[config.mk]
export PLATFORM = sky130hd
export DESIGN_NAME = inst_queue_flat
export DESIGN_NICKNAME = d
export VERILOG_FILES = /design/src/rtl/rv32i_types.sv /design/src/rtl/inst_queue_if.sv /design/src/rtl/inst_queue.sv /design/src/flat_wrapper.sv
export SDC_FILE = /design/constraint.sdc
export NUM_CORES = 1
export LEC_CHECK = 0
export ABC_CLOCK_PERIOD_IN_PS = 14700
export CAP_MARGIN = 20
export CORE_MARGIN = 10
export CORE_UTILIZATION = 55
export DETAILED_ROUTE_END_ITERATION = 8
export GPL_TIMING_DRIVEN = 0
export PLACE_DENSITY = 0.81
export SYNTH_ARGS = -nofsm -noshare
export SYNTH_HDL_FRONTEND = slang
export SYNTH_SLANG_ARGS = --single-unit
export TNS_END_PERCENT = 50
[constraint.sdc]
create_clock -name clk -period 14.7 [get_ports clk]
set_input_delay 2.205 -clock clk [delete_from_list [all_inputs] [get_ports clk]]
set_output_delay 2.205 -clock clk [all_outputs]
set_load 0.02 [all_outputs]
[src/rtl/rv32i_types.sv]
// Shared RV32I front-end types: instruction-queue depth and the {pc, inst} packet layout.
package rv32i_types;

  localparam int unsigned IQ_DEPTH = 16;

  // Field order gives pc in [63:32] and inst in [31:0] when the struct is packed.
  typedef struct packed {
    logic [31:0] pc;
    logic [31:0] inst;
  } iq_packet_t;

endpackage

[src/rtl/inst_queue_if.sv]
// Fetch/decode-facing signal bundle of the instruction queue.
interface inst_queue_if #(
  parameter int unsigned DEPTH = 16,
  parameter int unsigned WIDTH = 64
);

  logic                     branch_mispredict;
  logic                     enq_valid;
  logic [WIDTH-1:0]         enq_packet;
  logic                     enq_ready;
  logic                     deq_ready;
  logic                     valid_inst;
  logic [WIDTH-1:0]         queue_packet;
  logic                     full;
  logic                     empty;
  logic [$clog2(DEPTH):0]   count;

  // Environment side: fetch, decode and the ROB flush source.
  modport master (
    output branch_mispredict, enq_valid, enq_packet, deq_ready,
    input  enq_ready, valid_inst, queue_packet, full, empty, count
  );

  // Queue side.
  modport slave (
    input  branch_mispredict, enq_valid, enq_packet, deq_ready,
    output enq_ready, valid_inst, queue_packet, full, empty, count
  );

endinterface

[src/rtl/inst_queue.sv]
// Circular fetch-to-decode instruction buffer; pointers carry an extra wrap bit so that
// full and empty are distinguishable. A branch mispredict flushes every entry.
module inst_queue
  import rv32i_types::*;
#(
  parameter int unsigned DEPTH = IQ_DEPTH,
  parameter int unsigned WIDTH = 64
) (
  input  logic         clk,
  input  logic         rst,
  inst_queue_if.slave  q
);

  localparam int unsigned AW = $clog2(DEPTH);
  localparam int unsigned PW = AW + 1;

  logic [PW-1:0]    r_head_ptr;
  logic [PW-1:0]    r_tail_ptr;
  logic [WIDTH-1:0] r_mem [DEPTH];

  logic [AW-1:0]    w_head_idx;
  logic [AW-1:0]    w_tail_idx;
  logic             w_full;
  logic             w_empty;
  logic             w_enq_fire;
  logic             w_deq_fire;

  assign w_head_idx = r_head_ptr[AW-1:0];
  assign w_tail_idx = r_tail_ptr[AW-1:0];

  assign w_empty = (r_head_ptr == r_tail_ptr);
  assign w_full  = (w_head_idx == w_tail_idx) && (r_head_ptr[AW] != r_tail_ptr[AW]);

  // Flush wins over both handshakes; enq_ready depends only on registered state.
  assign w_enq_fire = q.enq_valid && !w_full  && !q.branch_mispredict;
  assign w_deq_fire = q.deq_ready && !w_empty && !q.branch_mispredict;

  always_ff @(posedge clk or posedge rst) begin
    if (rst) begin
      r_head_ptr <= '0;
      r_tail_ptr <= '0;
    end else if (q.branch_mispredict) begin
      r_head_ptr <= '0;
      r_tail_ptr <= '0;
    end else begin
      if (w_enq_fire) r_tail_ptr <= r_tail_ptr + PW'(1);
      if (w_deq_fire) r_head_ptr <= r_head_ptr + PW'(1);
    end
  end

  // Storage is intentionally not reset; the pointers alone define which slots are live.
  always_ff @(posedge clk) begin
    if (w_enq_fire) r_mem[w_tail_idx] <= q.enq_packet;
  end

  assign q.full         = w_full;
  assign q.empty        = w_empty;
  assign q.enq_ready    = ~w_full;
  assign q.valid_inst   = ~w_empty;
  assign q.count        = r_tail_ptr - r_head_ptr;
  assign q.queue_packet = w_empty ? '0 : r_mem[w_head_idx];

endmodule
[src/flat_wrapper.sv]
// flat-port wrapper written by rule: the top's interface ports become plain ports
module inst_queue_flat import rv32i_types::*;
#(
  parameter int unsigned DEPTH = IQ_DEPTH,
  parameter int unsigned WIDTH = 64
)
  (clk, rst, q_branch_mispredict, q_enq_valid, q_enq_packet, q_deq_ready, q_enq_ready, q_valid_inst, q_queue_packet, q_full, q_empty, q_count);
  inst_queue_if #(.DEPTH(DEPTH), .WIDTH(WIDTH)) q_i ();
  input  logic clk;
  input  logic rst;
  input wire logic [$bits(q_i.branch_mispredict)-1:0] q_branch_mispredict;
  input wire logic [$bits(q_i.enq_valid)-1:0] q_enq_valid;
  input wire logic [$bits(q_i.enq_packet)-1:0] q_enq_packet;
  input wire logic [$bits(q_i.deq_ready)-1:0] q_deq_ready;
  output wire logic [$bits(q_i.enq_ready)-1:0] q_enq_ready;
  output wire logic [$bits(q_i.valid_inst)-1:0] q_valid_inst;
  output wire logic [$bits(q_i.queue_packet)-1:0] q_queue_packet;
  output wire logic [$bits(q_i.full)-1:0] q_full;
  output wire logic [$bits(q_i.empty)-1:0] q_empty;
  output wire logic [$bits(q_i.count)-1:0] q_count;
  assign q_i.branch_mispredict = q_branch_mispredict;
  assign q_i.enq_valid = q_enq_valid;
  assign q_i.enq_packet = q_enq_packet;
  assign q_i.deq_ready = q_deq_ready;
  assign q_enq_ready = q_i.enq_ready;
  assign q_valid_inst = q_i.valid_inst;
  assign q_queue_packet = q_i.queue_packet;
  assign q_full = q_i.full;
  assign q_empty = q_i.empty;
  assign q_count = q_i.count;
  inst_queue #(.DEPTH(DEPTH), .WIDTH(WIDTH)) u_core (.clk(clk), .rst(rst), .q(q_i));
endmodule
# Word level (Yosys, flattened, before mapping)
# Memory sizes are Yosys's and may differ from the RTL's.
# Index checks and enable logic that the tools add are counted.
# W data, S select, Z words.
dict set report totals {
  ff_bits 10
  ram_bits 1024
  inputBits 69
  out_inout_bits 73
  word_cells 28
  n_memories 1
}
dict set report op_classes {
  n_addsub 3
  n_eq_ne 3
  muxes 7
  bitwise 2
  reduce_logical 10
}
# memory words width read_ports rd_ports_with_merged_regs write_ports line_no
set mem_list {}
lappend mem_list {u_core.r_mem 16 64 1 0 1 inst_queue.sv:19} ;# logic [WIDTH-1:0] r_mem [DEPTH];
# operator count
set ops {}
lappend ops {{$mux W64} 1}
lappend ops {{$mux W5} 4}
lappend ops {{$add A5 B1 Y5 const B} 2}
lappend ops {{$eq A5 B5 Y1} 1}
lappend ops {{$logic_and A1 B1 Y1} 5}
lappend ops {{$sub A5 B5 Y5} 1}
lappend ops {{$eq A4 B4 Y1} 1}
lappend ops {{$reduce_bool A2 Y1} 2}
lappend ops {{$logic_not A1 Y1} 3}
lappend ops {{$mux W1} 2}
lappend ops {{$not A1 Y1} 2}
lappend ops {{$ne A1 B1 Y1} 1}

# Longest topological paths before layout
# Gate-level depths: netlist (run 1).
dict set report depth {
  ltp_word 7
  depth_mapped 12
}

# Worst setup path before layout (run 1)
# OpenSTA, ideal clock, no wires.
dict set report synth_path {
  path_type {input-to-reg}
  startpoint {input port q_branch_mispredict}
  endpoint {memory u_core.r_mem[0][0], enable pin}
  setup_time_ns 0.565
  arrival_time_ns 7.089
  t_required_ns 14.135
  slack_ns 7.047
  cell_stages 3
  path_buffers 0
  cell_sequence {a211oi_1 > nand2_1 > nor3_1}
}
dict set report synth_via {
  elab_chain_cells 4
}
# item line_no
set synth_lines {}
lappend synth_lines {{from (decl)} flat_wrapper.sv:11} ;# input wire logic [$bits(q_i.branch_mispredict)-1:0] q_branch_mispredict;
lappend synth_lines {{$logic_not A1 Y1} inst_queue.sv:35} ;# assign w_enq_fire = q.enq_valid && !w_full && !q.branch_mispredict;
lappend synth_lines {{$logic_and A1 B1 Y1} inst_queue.sv:35}
lappend synth_lines {{$mux W1} inst_queue.sv:53} ;# if (w_enq_fire) r_mem[w_tail_idx] <= q.enq_packet;
lappend synth_lines {{$mux W1 (implied by the code)} inst_queue.sv:53}
lappend synth_lines {{to (decl)} inst_queue.sv:19}
# No other way between the ends.

# Worst setup path in the final report (run 1)
dict set report layout_path {
  startpoint {register u_core.r_head_ptr[1]}
  endpoint {output port q_queue_packet[23]}
}
dict set report layout_via {
  elab_chain_cells 2
  elab_cells_between_ends 3
}
# item line_no
set layout_lines {}
lappend layout_lines {{from (decl)} inst_queue.sv:17} ;# logic [PW-1:0] r_head_ptr;
lappend layout_lines {{from (signal assigned)} inst_queue.sv:47} ;# if (w_deq_fire) r_head_ptr <= r_head_ptr + PW'(1);
lappend layout_lines {{$mem_v2 Z16 W64 or $eq A5 B5 Y1 (tied branches)} n/a}
lappend layout_lines {{$mux W64 (*)} inst_queue.sv:61} ;# assign q.queue_packet = w_empty ? '0 : r_mem[w_head_idx];
lappend layout_lines {{to (decl)} flat_wrapper.sv:17} ;# output wire logic [$bits(q_i.queue_packet)-1:0] q_queue_packet;
# Mark *: on every way between the ends. The rest lies on a longest branch, timed or not.

==> results of run 1 <==
## sequential cells by signal, indices dropped and copies added (netlist names)
name / count
u_core.r_tail_ptr: 5
u_core.r_head_ptr: 5
u_core.r_mem: 1024
## worst paths after layout
path / from / endpoint / slack [ns] / cells past startpoint
worst min-delay path: u_core.r_head_ptr[4] / u_core.r_head_ptr[4] / 0.63 / 2
min in group asynchronous: rst / u_core.r_tail_ptr[0] / 1.83 / 2
max in group asynchronous: rst / u_core.r_tail_ptr[4] / 12.57 / 2
worst min register to register: u_core.r_head_ptr[4] / u_core.r_head_ptr[4] / 0.63 / 2
worst max-delay path: u_core.r_head_ptr[1] / q_queue_packet[23] / 6.13 / 14
worst max register to register: u_core.r_head_ptr[1] / u_core.r_mem[3][28] / 9.06 / 14
## final cells by class
class | instances | area [um^2] | share of cell area
Clock buffer | 124 | 2600 | 0.0560
Clock inverter | 50 | 490 | 0.0106
Multi-Input combinational cell | 534 | 8190 | 0.176
Tap cell | 950 | 1190 | 0.0256
Buffer | 89 | 445 | 0.00959
Antenna cell | 3 | 7.51 | 0.000162
Sequential cell | 1034 | 31000 | 0.668
Inverter | 11 | 41.3 | 0.000889
Timing Repair Buffer | 205 | 2470 | 0.0532
## per-stage QoR
stage | area [um^2] | std cells | setup WS, ns | power [mW]
floorplan | 39600 | 1668 | 7.05 | 3.89
global placement | 42200 | 2759 | 1.63 | 4.25
detailed placement | 43300 | 2823 | 7.13 | 4.27
CTS | 46400 | 2997 | 6.28 | 6.72
global route | 46400 | 3000 | 6.03 | 6.86
finish | 46400 | 3000 | 6.13 | 6.70
## worst max-delay path: cells and delay by family, from the launching register on
family,cells,cell delay [ns]
flip-flops,1,0.38
adder cells (fa/ha/maj),1,0.38
AO/OA/AOI/OAI,1,0.34
AND/OR/NAND/NOR,3,0.91
buffers and inverters,9,3.69
## synth_stat cells (2+ instances only)
cell type	instances	area [um^2]
a221o_1	63	631
nand4_1	2	12.5
o211ai_1	5	37.5
xor2_1	4	35.0
edfxtp_1	1024	30700
inv_1	11	41.3
mux4_2	256	5770
nor2_1	25	93.8
nand2_1	8	30.0
buf_1	5	18.8
nor3_1	4	20.0
nand2b_1	2	12.5
nor2b_1	63	394
buf_6	9	101
a211oi_1	2	15.0
clkbuf_1	42	158
nand3_1	2	10.0
o21ai_0	4	20.0
buf_2	32	160
dfrtp_1	10	250
a21oi_1	5	25.0
a21o_1	2	15.0
mux2_2	63	709
ha_1	9	113
xnor2_1	8	70.1
## cell usage in the layout (no fill, tap or decap), drive strengths merged
cell           instances
edfxtp              1024
mux4                 256
clkbuf               166
clkdlybuf4s50        141
buf                  111
nor2b                 63
a221o                 63
mux2                  63
clkinv                36
nor2                  25
inv                   14
bufinv                10
dfrtp                 10
ha                     9
nand2                  8
xnor2                  8
nor3                   5
a21oi                  5
o211ai                 5
o21ai                  4
xor2                   4
diode                  3
a211oi                 2
nand2b                 2
nand4                  2
nand3                  2
a21o                   2
or3                    1
and3                   1
mux2i                  1
and4                   1
or4                    1
fa                     1
clkinvlp               1
## power by group
| part | switching (mW) | leakage, nW | internal, mW |
|---|---|---|---|
| combinational | 0.516 | 3.41 | 0.440 |
| clock | 1.05 | 1.52 | 1.42 |
| sequential | 0.00836 | 9.36 | 3.26 |
| total | 1.58 | 14.3 | 5.12 |
## kinds of logic (layout without fill, tap and decap cells)
| group | after synthesis | count (layout) | share of synthesized area |
|---|---|---|---|
| AO/OA/AOI/OAI | 81 | 81 | 0.0188 |
| XOR/XNOR | 12 | 12 | 0.00266 |
| adder cells (fa/ha/maj) | 10 | 10 | 0.00335 |
| buffers and inverters | 100 | 479 | 0.0123 |
| flip-flops | 1034 | 1034 | 0.784 |
| multiplexers | 320 | 320 | 0.164 |
| other | 0 | 3 | 0 |
| AND/OR/NAND/NOR | 111 | 111 | 0.0155 |
## layer usage
layer	wire length (um)	up-vias	GRT usage
met5	11	-	0
met2	49700	1449	0.393
met1	35100	10400	0.306
met4	3440	2	0.0982
li1	-	7736	-
met3	9160	240	0.0479
==> metrics.md, run 1 <==
| Metric | Value |
|---|---|
| Status | finished, final reports clean |
| CTS HTree Levels | 3 |
| Via count | 19800 |
| Initial DRC Count | 2777 |
| Final ANT Viol Nets | 0 |
| Net count, final | a little over 2000 |
| Worst min path class | flip-flop to flip-flop |
| TritonCTS Buffers | 95 |
| Die Wd | 288 um |
| Core Box Area | 71400 um^2 |
| Worst-Margin Slew | 1.05 ns |
| Final hold violation count | 0 |
| Slew headroom | 0.294 |
| Clock tree sinks | 1034 |
| Lkg Pwr | 14.3 nW |
| Remaining Overflow, GRT | 0 |
| First-pass GRT wire length | roughly 140 mm |
| I/O Pins | 142 |
| CTS tree | done |
| Ys flop type | edfxtp_1 |
| Fin util | 0.651 |
| Via density | between 6 and 7 |
| Hold slack | roughly 0.63 ns |
| Worst IR Drop VDD | ~0.000085 V |
| Buffers on Ports | ~140 |
| Final worst path period share | 0.583 |
| Post-synth EDFFs | between 1000 and 1500 |
| GPL Wtd Cong | 0.787 |
| Skew-Pair Late Insertion Delay | 0.66 ns |
| MaxCap Viol Count | 0 |
| CTS clk-pin slew, worst paths | 0.06 ns |
| Final setup violation count | 0 |
| Clock skew | ~0.019 ns |
| Fin crit period | roughly 8.6 ns |
| Largest net degree at the start of global routing | 28 |
| Initial antenna violation count | 4 |
| Crit Path Class | flip-flop to output pin |
| Chip Height | 288 um |
| Critical-path cell list | buf_2 > buf_6 > buf_2 > buf_1 > inv_1 > ha_1 > and4_1 > nand2_1 > inv_1 > nor2_1 > buf_6 > clkbuf_1 > a221o_1 > clkdlybuf4s50_1 |
| Setup Buffers After CTS | 0 |
| Synth Register Bits | between 1000 and 1500 |
| Hold buffer count at cts | 0 |
| CP arrival | 6.37 ns |
| Register area share after synthesis | 0.784 |
| Wirelength per Cell | between 30 and 40 um |
| Endpoint class of the critical path | output pin |
| Synthesized Nets | 1747 |
| Area grow syn2layout | 17.4% |
| Post-DP HPWL | 58.1 mm |
| Max FO, Critical Path | 10 |
| RSZ-0062 raised after global routing | no |
| Max-slew violation count | 0 |
| Layout cells sized above 1 | 0.281 |
| Max Buffers Root-to-Sink | 3 |
| Total iterations of the first detailed-routing run | 5 |
| Sum Neg Setup Slack | 0 ns |
| Slowest-stage cell, CP | buf_1 |
| Critical Path RT | approximately 12 ns |
| Vias in the first global route | 20500 |
| Root Buffer | clkbuf_16 |
| Die Area | ~83000 um^2 |
| Row count | 98 |
| Cts repair resizes | 0 |
| Yosys warns | 0 |
| Gate Count Post-Synth | 1668 |
| Post-Syn Area | 39600 um^2 |
| Detailed Route WL | 97.4 mm |
| Gr usage total | 0.237 |
| Power per cell area | 144 nW/um^2 |
| Synth unique cells | 33 |
| Initial Utilization | 0.554 |
| Crit-path max cell delay | 0.71 ns |
| Ys async rst share | 0.00967 |
| DRC | 0 |
| Average size of a mapped cell | 23.7 um^2 |
| # fillers | 4204 |
| CP Launch Type | flip-flop |
| Max Clock Freq | 117 MHz |
(Power assumes the default switching activity.)
==> run 2: changes to the inputs <==
- ABC_CLOCK_PERIOD_IN_PS: 14700 -> 7910
- clock period: 14.7 -> 7.91 ns (I/O delays scaled with it)
==> results of run 2 <==
Same layout as run 1 (identical final DEF). Status: finished, final reports clean.
Among the figures that moved: setup slack after placement 7.13 ns -> 1.36 ns; setup slack after layout 6.13 ns -> 0.354 ns; register-to-register setup slack 9.06 ns -> 2.27 ns; total power 6.70 mW -> 12.5 mW; worst IR drop on VDD 0.0000854 V -> 0.000159 V
==> variant: new RTL, config.mk and constraints of run 2 <==
Make the reset (`rst`) synchronous in one clocked block.
--- a/src/rtl/inst_queue.sv
+++ b/src/rtl/inst_queue.sv
@@ -35,7 +35,7 @@
   assign w_enq_fire = q.enq_valid && !w_full  && !q.branch_mispredict;
   assign w_deq_fire = q.deq_ready && !w_empty && !q.branch_mispredict;
 
-  always_ff @(posedge clk or posedge rst) begin
+  always_ff @(posedge clk) begin
     if (rst) begin
       r_head_ptr <= '0;
       r_tail_ptr <= '0;
Check against the original RTL: differs if rst is asserted again (counterexample within 4 cycles, from zero or initial values and one cycle with rst high); with rst held inactive, the same outputs for 4 cycles.
==> variant against run 2 <==
- final area is 1.1% higher
- global-route usage is 0.42 points lower
- worst setup slack better by 2.1 ns
- wire length is 2.4% higher
- synthesized area is 1.4% higher
- maximum frequency is 38% higher
- critical path type unchanged
- sequential cell count is 4 higher
- critical endpoint is now q_queue_packet[58]
- cell count is 3.0% higher
Power is not compared: it rests on default switching activity, and its combinational part moved more than twofold at a synthesized area within 25%.
==> variant: results (changes against run 2) <==
stage;metric;value;unit;change
run_status;status;complete, no violations;;unchanged
clock_network;CTS Buf Count;98;;was 95
global_routing;met1 capacity usage during global routing;29.0;%;was 30.6%
global_routing;overall track demand over capacity in global routing;23.3;%;was 23.7%
global_routing;number of global-route vias before repair;21500;;was 20,500
global_routing;maximum number of pins on one net before global-route repair;45;;was 28
drt;Metal-1 WL;35600;um;was 35,100 um
placed_design;Post-DP HPWL;59900;um;was 58,100 um
drt;number of violations reported at the end of detailed-routing iteration 0;2748;;was 2,777
yosys;Mapped Nets;1837;;was 1,747
setup_path;Worst Path Arrival;4.29;ns;was 6.37 ns
global_routing;initial antenna violation count;6;;was 4
yosys;fraction of synthesis flops using an asynchronous set or reset pin;0;%;was 0.967%
drt;WL/cell;32.3;um;was 32.5 um
placed_design;dpl cells;2911;;was 2,823
yosys;Synth area leaders;sky130_fd_sc_hd__edfxtp_1 (77%), sky130_fd_sc_hd__mux4_2 (14%), sky130_fd_sc_hd__a211oi_1 (1.9%), sky130_fd_sc_hd__mux2i_1 (1.7%), sky130_fd_sc_hd__nor2b_1 (0.83%);;was sky130_fd_sc_hd__edfxtp_1 (78%), sky130_fd_sc_hd__mux4_2 (15%), sky130_fd_sc_hd__mux2_2 (1.8%), sky130_fd_sc_hd__a221o_1 (1.6%), sky130_fd_sc_hd__nor2b_1 (1.0%)
drt;met3 wirelength from detailed routing;9240;um;was 9160 um
drt;number of vias in the routed layout;20400;;was 19,800
setup_path;delay of the slowest cell on the worst path;0.90;ns;was 0.71 ns
placed_design;worst slack, placed;3.22;ns;was 1.36 ns
placed_design;placement-stage cell area;43900;um2;was 43,300 um2
finish;layout cells sized above 1;25.6;%;was 28.1%
drt;total met2 wirelength after detailed routing;51200;um;was 49,700 um
finish;final cell count without fillers;3090;;was 3,000
global_routing;global-route track usage on met3;4.97;%;was 4.79%
finish;synthesis-to-layout area growth;17.0;%;was 17.4%
yosys;Yosys cell types;43;;was 33
global_routing;global-route wire length before repair;146000;um;was 143,000 um
yosys;proportion of synthesized chip area in sequential cells;77.4;%;was 78.4%
yosys;most frequent cells after synthesis;sky130_fd_sc_hd__edfxtp_1 (1,024), sky130_fd_sc_hd__mux4_2 (253), sky130_fd_sc_hd__a211oi_1 (101), sky130_fd_sc_hd__mux2i_1 (68), sky130_fd_sc_hd__nor2b_1 (53);;was sky130_fd_sc_hd__edfxtp_1 (1,024), sky130_fd_sc_hd__mux4_2 (256), sky130_fd_sc_hd__a221o_1 (63), sky130_fd_sc_hd__mux2_2 (63), sky130_fd_sc_hd__nor2b_1 (63)
placed_design;gpl congestion;0.762;;was 0.787
yosys;post-synthesis average cell area;22.8;um2;was 23.7 um2
finish;Final Net Count;2140;;was 2,049
timing;Max-Slew Margin vs Limit;25.7;%;was 29.4%
[variant: layout make-up]
| type | count | area share, % |
|---|---|---|
| multi-input combinational | 607 | 18.0 |
| tap | 950 | 2.53 |
| inverter | 11 | 0.0933 |
| clock buffer | 124 | 5.43 |
| clock inverter | 51 | 1.06 |
| buffer | 102 | 1.42 |
| antenna | 4 | 0.0213 |
| sequential | 1038 | 66.1 |
| timing repair buffer | 203 | 5.28 |
[variant: worst register-to-register path, cell delays in order (launching register included)]
cell                      delay (ns)
sky130_fd_sc_hd__dfxtp_1        0.43
sky130_fd_sc_hd__inv_1          0.14
sky130_fd_sc_hd__ha_1           0.35
sky130_fd_sc_hd__and4_1         0.26
sky130_fd_sc_hd__a21oi_1        0.43
sky130_fd_sc_hd__nand2_1        0.36
sky130_fd_sc_hd__nor3_2         0.89
sky130_fd_sc_hd__buf_8          0.25
sky130_fd_sc_hd__buf_6          0.17
sky130_fd_sc_hd__buf_6          0.19
sky130_fd_sc_hd__buf_6          0.20
[variant: cells by family after synthesis]
group | count (synthesis) | share of synthesized area [%]
flops | 1038 | 77.4
mux | 334 | 16.3
compound gates | 146 | 2.53
buf+inv | 113 | 1.76
simple gates | 106 | 1.46
xor+xnor | 11 | 0.259
fa+ha+maj | 10 | 0.331
[variant: worst paths after layout]
kind / startpoint / cells after the start / endpoint / slack (ns)
setup reg to reg: u_core.r_tail_ptr[0] / 10 / u_core.r_mem[0][44] / 3.94
hold reg to reg: u_core.r_head_ptr[1] / 2 / u_core.r_head_ptr[1] / 0.57
setup / recovery: u_core.r_tail_ptr[0] / 7 / q_queue_packet[58] / 2.43
hold / removal: u_core.r_head_ptr[1] / 2 / u_core.r_head_ptr[1] / 0.57
